File: src/rtl/riscv_pkg.sv
// Shared RISC-V front-end definitions: fetch defaults, fetch FSM states and
// the {pc, inst} record passed between fetch and its skid buffer.
package riscv_pkg;

    localparam logic [31:0] DEFAULT_RESET_PC = 32'h4000_0000;
    localparam logic [31:0] DEFAULT_NOP_INST = 32'h0000_0013;

    // Also decoded by the hazard unit's debug view, so keep the order stable.
    typedef enum logic [2:0] {
        IDLE  = 3'd0,
        ISSUE = 3'd1,
        RESP  = 3'd2,
        HOLD  = 3'd3,
        FLUSH = 3'd4
    } fetch_state_e;

    typedef struct packed {
        logic [31:0] pc;
        logic [31:0] inst;
    } fetch_entry_t;

endpackage

File: src/rtl/fetch_skid_buf.sv
// One-entry {pc, inst} holding register that parks a fetched word while
// decode is stalled, so the memory response is never lost.
module fetch_skid_buf
    import riscv_pkg::*;
(
    input  logic         clk,
    input  logic         reset,
    input  logic         load,
    input  logic         unload,
    input  logic         clear,
    input  fetch_entry_t load_entry,
    output logic         full,
    output fetch_entry_t entry
);

    logic         full_q;
    logic         full_d;
    fetch_entry_t entry_q;
    fetch_entry_t entry_d;

    // Clear (redirect) beats everything; a load and an unload never coincide.
    always_comb begin
        full_d  = full_q;
        entry_d = entry_q;
        if (clear || unload) begin
            full_d = 1'b0;
        end else if (load) begin
            full_d  = 1'b1;
            entry_d = load_entry;
        end
    end

    always_ff @(posedge clk) begin
        if (reset) begin
            full_q  <= 1'b0;
            entry_q <= '0;
        end else begin
            full_q  <= full_d;
            entry_q <= entry_d;
        end
    end

    assign full  = full_q;
    assign entry = entry_q;

endmodule

File: src/rtl/inst_fetch.sv
// Instruction-fetch stage: owns the fetch PC, keeps at most one request in
// flight to instruction memory and hands {pc, inst, valid} to decode.
module inst_fetch
    import riscv_pkg::*;
#(
    parameter logic [31:0] RESET_PC = DEFAULT_RESET_PC,
    parameter logic [31:0] NOP_INST = DEFAULT_NOP_INST
) (
    input  logic        clk,
    input  logic        reset,
    output logic        icache_re,
    output logic [31:0] icache_addr,
    input  logic        icache_stall,
    input  logic [31:0] icache_dout,
    input  logic        redirect_valid,
    input  logic [31:0] redirect_pc,
    input  logic        stall_in,
    output logic        if_valid,
    output logic [31:0] if_pc,
    output logic [31:0] if_inst
);

    fetch_state_e state_q, state_d;
    logic [31:0]  fetch_pc_q, fetch_pc_d;
    logic [31:0]  pend_pc_q, pend_pc_d;
    logic         if_valid_q, if_valid_d;
    logic [31:0]  if_pc_q, if_pc_d;
    logic [31:0]  if_inst_q, if_inst_d;

    logic         slot_free;
    logic         in_flight;
    logic         skid_load;
    logic         skid_unload;
    logic         skid_clear;
    logic         skid_full;
    fetch_entry_t skid_in;
    fetch_entry_t skid_out;

    assign slot_free = !if_valid_q || !stall_in;
    assign skid_in   = '{pc: pend_pc_q, inst: icache_dout};

    // A response is still owed to us after this cycle if RESP is waiting or
    // just re-issued, ISSUE got accepted, or FLUSH has not seen its data yet.
    assign in_flight = (state_q == RESP)
                    || (state_q == ISSUE && !icache_stall)
                    || (state_q == FLUSH && icache_stall);

    always_comb begin
        state_d     = state_q;
        fetch_pc_d  = fetch_pc_q;
        pend_pc_d   = pend_pc_q;
        if_valid_d  = if_valid_q;
        if_pc_d     = if_pc_q;
        if_inst_d   = if_inst_q;
        icache_re   = 1'b0;
        skid_load   = 1'b0;
        skid_unload = 1'b0;
        skid_clear  = 1'b0;

        if (slot_free) begin
            if_valid_d = 1'b0;
            if_inst_d  = NOP_INST;
        end

        case (state_q)
            IDLE: begin
                state_d = ISSUE;
            end
            ISSUE: begin
                icache_re = 1'b1;
                if (!icache_stall) begin
                    pend_pc_d  = fetch_pc_q;
                    fetch_pc_d = fetch_pc_q + 32'd4;
                    state_d    = RESP;
                end
            end
            RESP: begin
                if (!icache_stall) begin
                    if (slot_free) begin
                        // Deliver and re-issue in the same cycle for 1 IPC.
                        if_valid_d = 1'b1;
                        if_pc_d    = pend_pc_q;
                        if_inst_d  = icache_dout;
                        icache_re  = 1'b1;
                        pend_pc_d  = fetch_pc_q;
                        fetch_pc_d = fetch_pc_q + 32'd4;
                    end else begin
                        skid_load = 1'b1;
                        state_d   = HOLD;
                    end
                end
            end
            HOLD: begin
                if (!skid_full) begin
                    state_d = ISSUE;
                end else if (!stall_in) begin
                    skid_unload = 1'b1;
                    if_valid_d  = 1'b1;
                    if_pc_d     = skid_out.pc;
                    if_inst_d   = skid_out.inst;
                    state_d     = ISSUE;
                end
            end
            FLUSH: begin
                if (!icache_stall) begin
                    state_d = ISSUE;
                end
            end
            default: begin
                state_d = IDLE;
            end
        endcase

        if (redirect_valid && state_q != IDLE) begin
            fetch_pc_d  = redirect_pc & ~32'd3;
            if_valid_d  = 1'b0;
            if_inst_d   = NOP_INST;
            skid_load   = 1'b0;
            skid_clear  = 1'b1;
            state_d     = in_flight ? FLUSH : ISSUE;
        end
    end

    always_ff @(posedge clk) begin
        if (reset) begin
            state_q    <= IDLE;
            fetch_pc_q <= RESET_PC;
            pend_pc_q  <= '0;
            if_valid_q <= 1'b0;
            if_pc_q    <= '0;
            if_inst_q  <= NOP_INST;
        end else begin
            state_q    <= state_d;
            fetch_pc_q <= fetch_pc_d;
            pend_pc_q  <= pend_pc_d;
            if_valid_q <= if_valid_d;
            if_pc_q    <= if_pc_d;
            if_inst_q  <= if_inst_d;
        end
    end

    fetch_skid_buf u_skid (
        .clk        (clk),
        .reset      (reset),
        .load       (skid_load),
        .unload     (skid_unload),
        .clear      (skid_clear),
        .load_entry (skid_in),
        .full       (skid_full),
        .entry      (skid_out)
    );

    assign icache_addr = fetch_pc_q;
    assign if_valid    = if_valid_q;
    assign if_pc       = if_pc_q;
    assign if_inst     = if_inst_q;

endmodule

File: config.mk
export PLATFORM = sky130hd
export DESIGN_NAME = inst_fetch
export DESIGN_NICKNAME = d
export VERILOG_FILES = /design/src/rtl/riscv_pkg.sv /design/src/rtl/fetch_skid_buf.sv /design/src/rtl/inst_fetch.sv
export SDC_FILE = /design/constraint.sdc
export NUM_CORES = 1
export LEC_CHECK = 0
export CAP_MARGIN = 20
export CORE_MARGIN = 8
export CORE_UTILIZATION = 56
export CTS_CLUSTER_DIAMETER = 60
export DETAILED_ROUTE_END_ITERATION = 10
export PLACE_DENSITY = 0.95
export SLEW_MARGIN = 30
export SYNTH_ARGS = -nofsm -noshare
export SYNTH_HDL_FRONTEND = slang
export SYNTH_HIERARCHICAL = 1
export SYNTH_SLANG_ARGS = --single-unit
File: constraint.sdc
create_clock -name clk -period 5.9 [get_ports clk]
set_input_delay 1.18 -clock clk [delete_from_list [all_inputs] [get_ports clk]]
set_output_delay 1.18 -clock clk [all_outputs]
set_load 0.01 [all_outputs]
-- After elaboration in Yosys (flattened, before gate mapping)
Index checks and enable logic that the tools add are counted.
- bits in registers: 197
- input bits: 69
- output and inout port bits: 98
- word-level logic and storage cells: 95
- $add $sub $neg: 1
- equality and inequality tests: 15
- muxes and demuxes: 46
- bitwise logic cells: 1
- reduce and logical (&&, ||, !) cells: 22
- operator list (operator ; number):
    $mux W32 ; 16
    $pmux W32 S2 ; 4
    $add A32 B3 Y32 const B ; 1
    $mux W3 ; 8
    $mux W1 ; 15
    $ne A3 B2 Y1 const B ; 5
    $pmux W3 S5 ; 1
    $reduce_and A5 Y1 ; 2
    $ne A2 B2 Y1 const B ; 4
    $reduce_and A4 Y1 ; 2
    $eq A3 B2 Y1 const B ; 2
    $reduce_bool A3 Y1 ; 2
    $logic_or A1 B1 Y1 ; 4
    $ne A4 B4 Y1 const B ; 1
    $pmux W1 S2 ; 2
    $reduce_bool A2 Y1 ; 2
    $reduce_or A2 Y1 ; 2
    $eq A3 B1 Y1 const B ; 1
    $eq A3 B3 Y1 const B ; 1
    $logic_and A1 B1 Y1 ; 3
    $logic_not A1 Y1 ; 3
    $logic_not A3 Y1 ; 1
    $ne A2 B1 Y1 const B ; 1
    $reduce_and A2 Y1 ; 1
    $not A1 Y1 ; 1

-- Logic depth before layout (Yosys ltp)
Gate-level depths: netlist of run 1.
- depth in word-level cells: 7
- depth in mapped cells: 10
- depth with buffers taken out: 6

-- Hierarchy
Netlist of run 1, hierarchy kept.
- by module, submodules not included (module ; times used ; cells an instance ; area an instance (um^2) ; sequential area each (um^2)):
    inst_fetch ; 1 ; 678 ; 5683.0 ; 2562.5
    fetch_skid_buf ; 1 ; 281 ; 2951.6 ; 1301.2

-- Worst setup path before layout of run 1
Ideal clock, no wire load.
- path type: input to output
- from: input port icache_stall
- to: output port icache_re
- data arrival time: 1.831 ns
- data required time: 4.720 ns
- slack: 2.889 ns
- stages on the path: 4
- path buffers: 1
- path through: buf_2 -> nor2_4 -> nand3_1 -> o21ai_0
- longest elaborated chain between the ends: 2
- ends and longest elaborated chain (element ; RTL line ; text):
    start: declaration ; inst_fetch.sv:13 ; input logic icache_stall,
    $mux W1 ; inst_fetch.sv:78 ; if (!icache_stall) begin
    $pmux W1 S2 ; inst_fetch.sv:65 ; case (state_q)
    end: declaration ; inst_fetch.sv:11 ; output logic icache_re,
No other way between the ends.

-- Final worst setup path of run 1
Ends and elaborated chain as after synthesis.

==> results.json, run 1 <==
{
  "grt_max_degree": 92,
  "synth-simple-area-share": 0.2636,
  "synth.yosys.warnings": 6,
  "crit_type": "input port to primary output",
  "die_area_sq_mm": 0.01965,
  "gr-total-overflow": 0,
  "fin_crit_sh": 0.7489,
  "setup_viol_count_final": 0,
  "design_area_sq_mm": 0.01092,
  "hold_buffers": 0,
  "worst-path-max-fanout": 10,
  "synth_xor_area_frac": 0.01826,
  "cap_viol_max_count": 0,
  "synth_compound_area_frac": 0.1319,
  "synth_edf_count": 0,
  "wl_per_cell_microns": 18.82,
  "cp_num_buf_inv": 2,
  "n_antenna_cell": 0,
  "post_synth.cell_area_avg_sq_um": 9.004,
  "hold_violations": 0,
  "hpwl_microns": 15560,
  "critPathMaxStageDelay_ns": 0.66,
  "drt-initial-drc-count": 783,
  "drc": 0,
  "min_period_ns": 4.419,
  "synthFlopType": "dfxtp_1",
  "hold_class": "flop to flop",
  "grt_pass1_wl_microns": 38260,
  "end_kind": "primary output",
  "synth_top_family_by_area": "simple AND/OR/NAND/NOR gates",
  "clk_latency_ns": 0.44,
  "combPwrFrac": 0.112,
  "cts_resized": 0,
  "initial_core_util": 0.5701,
  "grtUsageTotal": 0.2408,
  "rsz0062_at_grt": "false",
  "grt_pass1_vias": 7570,
  "root_buffer": "clkbuf_16",
  "h-tree-depth": 4,
  "rows": 45,
  "peakVddDrop_mv": 0.2375,
  "cts_sinks": 193,
  "final_common_cell": "dfxtp_1",
  "powerDensity_mw_per_mm2": 291.4,
  "skew_ns": 0.01033,
  "first_pass_iters": 6,
  "die_h_microns": 140.2,
  "path_delay_family": "buffers and inverters",
  "sequentialPowerShare": 0.444,
  "ys_ff_latch": 193,
  "synthArstFlopShare": 0,
  "rrSetupSlack_ns": 2.59,
  "leakage_nw": 3.533,
  "drive_gt1_frac": 0.06777,
  "power.total_mw": 3.181,
  "vias": 7555,
  "cpMaxStageDelayCell": "clkdlybuf4s50_1",
  "nets": 1149,
  "cp_data_required_time_ns": 4.72,
  "clkPwrFrac": 0.444,
  "routed_wl_microns": 24090,
  "synthAdderAreaFrac": 0.001449,
  "cp_cell_sequence": "clkdlybuf4s50_1 > nor2_4 > nand3_1 > o21ai_0 > clkdlybuf4s50_1",
  "tightest_slew_ns": 0.9254,
  "ios": 167,
  "outcome": "finished clean",
  "cts_tree": "yes",
  "cts-buffers-inserted": 17,
  "place.gp.congestion": 0.8543,
  "syn_area_sq_mm": 0.008635,
  "cpMostUsedCell": "clkdlybuf4s50_1",
  "post_cts_buffers": 0,
  "die_w_microns": 140.2,
  "synth_cells": 959,
  "ys_types": 67,
  "arrival_ns": 3.24,
  "mostFrequentLayoutCells": "dfxtp_1, clkdlybuf4s50_1, nand2_1",
  "vias_per_cell": 5.902,
  "slew_headroom": 0.3824,
  "core_sq_mm": 0.01515,
  "io_buffers": 162,
  "dpl_cell_area_sq_mm": 0.01018,
  "final_util": 0.7208,
  "slew_violations": 0,
  "fmax_ghz": 0.2263,
  "synthMuxAreaShare": 0.08013,
  "crit_path_start_kind": "input port",
  "clock_path_buffers": 2,
  "area_delta_synth_final_pct": 26.43,
  "postRouteAntennaNets": 0,
  "fin_setup_tns_ns": 0,
  "path_clk_slew_ns": 0.07,
  "p_switching_mw": 0.7541,
  "antenna_found_initial": 0,
  "p_int_mw": 2.427,
  "yosysSeqAreaShare": 0.4475,
  "p_sw_frac": 0.2371
}
power by group through the flow:
stage	Combinational, mW	Sequential, mW	Clock [mW]
detailed placement	0.351	1.44	0
CTS	0.355	1.41	1.42
floorplan	0.179	1.43	0
finish	0.355	1.41	1.41
global placement	0.339	1.44	0
global route	0.382	1.42	1.47
metrics by stage:
stage	instances	worst slack, ns	hold slack (ns)
after floorplan	962	2.889	0.4480
after global placement	1246	1.595	0.4406
after detailed placement	1248	1.547	0.4465
after CTS	1280	1.514	0.4560
after global routing	1280	1.384	0.4828
final	1280	1.481	0.4576
cells in the mapped netlist, drive strengths merged, types with 3 or more instances:
| library cell | instances | area [sq um] |
|---|---|---|
| dfxtp | 193 | 3864 |
| nand2 | 141 | 531.8 |
| nand2b | 130 | 820.8 |
| nor2 | 98 | 375.4 |
| mux2i | 68 | 680.7 |
| clkbuf | 46 | 182.7 |
| a21oi | 38 | 190.2 |
| a311oi | 36 | 315.3 |
| buf | 31 | 276.5 |
| a222oi | 29 | 290.3 |
| a211oi | 15 | 117.6 |
| nand3 | 14 | 70.07 |
| nand4 | 14 | 108.9 |
| o21ai | 10 | 50.05 |
| xnor2 | 9 | 78.83 |
| xor2 | 9 | 78.83 |
| nor3 | 8 | 50.05 |
| o22ai | 7 | 43.79 |
| or3 | 7 | 43.79 |
| inv | 6 | 22.52 |
| nor4 | 6 | 52.55 |
| and3 | 5 | 32.53 |
| and4 | 3 | 28.78 |
| nor4b | 3 | 26.28 |
cell families (layout without fill, tap and decap cells):
group,Yosys count,count (layout)
muxes,69,69
and+or+nand+nor,444,444
buffers and inverters,84,214
adders and majority gates,1,1
xor gates and xnor gates,18,18
DFF,193,193
AOI/OAI and AO/OA,149,149
other,1,4
final timing paths:
kind,start,endpoint,cells past startpoint
min reg2reg,if_pc[0],if_pc[0],2
min,if_pc[0],if_pc[0],2
max,icache_stall,icache_re,5
max reg2reg,state_q[0],if_pc[31],6
worst register-to-register path, cell delays in order, from the launching register on:
cell and delay [ns]:
dfxtp_1 0.62, and3b_2 0.81, nand3b_1 0.39, nand2_2 0.54
buf_4 0.48, nor2_1 0.11, a311oi_1 0.27
layer usage:
metal  part of all wire  vias up  GRT usage  wire (microns)
li1                   -     3581          -               -
met1               0.41     3601     0.2800            9886
met2               0.49      320     0.4109           11800
met3              0.072       53    0.05674            1725
met4              0.028        0     0.1143             680
met5                  0        -          0               0
area by class of cell:
class                   count  area [sq um]
clock inverters            13         279.0
repair buffers            176          1744
clock buffers              19         452.9
well taps                 188         235.2
multi-input cells         685          4319
inverters                   6         22.52
flip-flops and latches    193          3864
fillers                  1051          4229
flip-flops by register name (all words and copies together), names as in the netlist:
register,flops
if_valid,1
if_inst,32
pend_pc_q,30
icache_addr,30
state_q,3
u_skid/entry,64
u_skid/full,1
if_pc,32
(Power assumes the default switching activity.)
==> inputs of run 2 (changes only) <==
Settings changed: CORE_UTILIZATION 56 to 47, PLACE_DENSITY 0.95 to 0.87.
Clock period 5.9 ns to 3.85 ns, I/O delays scaled along.
==> results.json, run 2 (synthesis gave the netlist of run 1 again) <==
{
  "met3WireLength_microns": 1627,
  "wl_per_cell_microns": 17.95,
  "setup_ws_ns": 0.5431,
  "cts_resized": 0,
  "rows": 49,
  "dp_cells": 1290,
  "tightest_slew_ns": 0.8737,
  "combPwrFrac": 0.122,
  "arrival_ns": 2.54,
  "skew_ns": 0.008632,
  "cts-buffers-inserted": 17,
  "place.gp.congestion": 0.8375,
  "peakVddDrop_mv": 0.3390,
  "largest_reg_flops": 64,
  "antenna_found_initial": 2,
  "root_buffer": "clkbuf_16",
  "die_area_sq_mm": 0.02296,
  "crit_type": "input port to primary output",
  "clkPwrFrac": 0.390,
  "core_sq_mm": 0.01802,
  "ios": 167,
  "drive_gt1_frac": 0.06770,
  "p_int_mw": 3.266,
  "slew_headroom": 0.4175,
  "hold_buffers": 0,
  "mostFrequentLayoutCells": "dfxtp_1, clkdlybuf4s50_1, nand2_1",
  "drt-initial-drc-count": 696,
  "gr-total-overflow": 0,
  "h-tree-depth": 4,
  "slew_violations": 0,
  "fin_setup_tns_ns": 0,
  "dr_wl_met2_microns": 11520,
  "fin_crit_sh": 0.8589,
  "first_pass_iters": 6,
  "path_clk_slew_ns": 0.06,
  "dpl_worst_slack_ns": 0.4019,
  "cts_sinks": 193,
  "vias_per_cell": 5.665,
  "outcome": "finished clean",
  "routed_wl_microns": 23750,
  "die_h_microns": 151.5,
  "power.total_mw": 4.437,
  "fmax_ghz": 0.3024,
  "grtUsageTotal": 0.2000,
  "rsz0062_at_grt": "false",
  "sequentialPowerShare": 0.487,
  "final_cells": 1323,
  "grt_pass1_vias": 7191,
  "cts_tree": "yes",
  "final_common_cell": "dfxtp_1",
  "hold_class": "flop to flop",
  "clock_path_buffers": 2,
  "highest_layer": "met5",
  "setup_viol_count_final": 0,
  "postRouteAntennaNets": 0,
  "initial_core_util": 0.4790,
  "cp_data_required_time_ns": 3.08,
  "fillers": 1507,
  "cap_viol_max_count": 0,
  "post_cts_buffers": 0,
  "worst-path-max-fanout": 9,
  "vias": 7495,
  "nets": 1150,
  "p_switching_mw": 1.171,
  "leakage_nw": 3.463,
  "grt_max_degree": 163,
  "crit_path_start_kind": "input port",
  "powerDensity_mw_per_mm2": 409.4,
  "clk_latency_ns": 0.43,
  "grt_pass1_wl_microns": 36730,
  "die_w_microns": 151.5,
  "drc": 0,
  "drt-met1-wl_microns": 9770,
  "hold_violations": 0,
  "min_period_ns": 3.307,
  "area_delta_synth_final_pct": 25.52,
  "io_buffers": 162,
  "hpwl_microns": 15510,
  "end_kind": "primary output",
  "p_sw_frac": 0.2639
}
==> run 2: cell count changes in the layout (fill, tap and decap cells not counted) <==
| cell | change |
|---|---|
| and3b_1 | +1 |
| and3b_2 | -1 |
| buf_12 | +2 |
| buf_4 | +1 |
| buf_6 | -2 |
| bufinv_16 | -7 |
| clkinv_2 | +1 |
| clkinv_4 | -1 |
| clkinvlp_4 | +3 |
| diode_2 | +1 |
| inv_6 | +4 |
==> run 2: power by group through the flow <==
stage                     Combinational (mW)  Sequential [mW]  Clock, mW
after floorplan                        0.275             2.20          0
after global placement                 0.530             2.20          0
after detailed placement               0.539             2.20          0
after CTS                              0.543             2.16       1.75
after global routing                   0.587             2.17       1.82
final                                  0.542             2.16       1.73
==> run 2: critical path, stage by stage <==
cell and delay [ns]:
clkdlybuf4s50_1 0.64, nor2_4 0.18, nand3_1 0.21, o21ai_0 0.15, clkdlybuf4s50_1 0.58
==> run 2: path summary, 6_finish.rpt <==
kind / start / end / slack (ns) / depth (start not counted)
worst max-delay path: icache_stall / icache_re / 0.54 / 5
worst min-delay path: if_pc[0] / if_pc[0] / 0.45 / 2
worst max register to register: state_q[2] / u_skid/entry[31] / 1.30 / 5
worst min register to register: if_pc[0] / if_pc[0] / 0.45 / 2
==> run 2: cell type report <==
cell class	instances	area [sq um]	share of cell area
tap	229	286.5	0.02644
clock inverter	13	122.6	0.01131
antenna	1	2.502	0.0002309
timing repair buffer	177	1769	0.1632
inverter	6	22.52	0.002078
clock buffer	19	452.9	0.04179
sequential	193	3864	0.3565
multi-input combinational	685	4318	0.3984
==> run 2: routing by layer <==
layer	vias up	GRT usage
li1	3599	-
met1	3588	0.2437
met2	262	0.3287
met3	44	0.04871
met4	2	0.09064
met5	-	0
==> run 2: metrics by stage <==
stage | utilization | area, sq um | hold slack [ns]
after floorplan | - | 8646 | 0.4480
after global placement | 0.5692 | 10260 | 0.4437
after detailed placement | 0.5692 | 10260 | 0.4488
after CTS | 0.6011 | 10840 | 0.4578
after global routing | 0.6013 | 10840 | 0.4851
final | 0.6013 | 10840 | 0.4540
==> inputs of run 3 (changes only) <==
Settings changed: CTS_CLUSTER_SIZE set to 8.
==> results of run 3 <==
Final layout, timing and power as in run 2 (identical DEF).
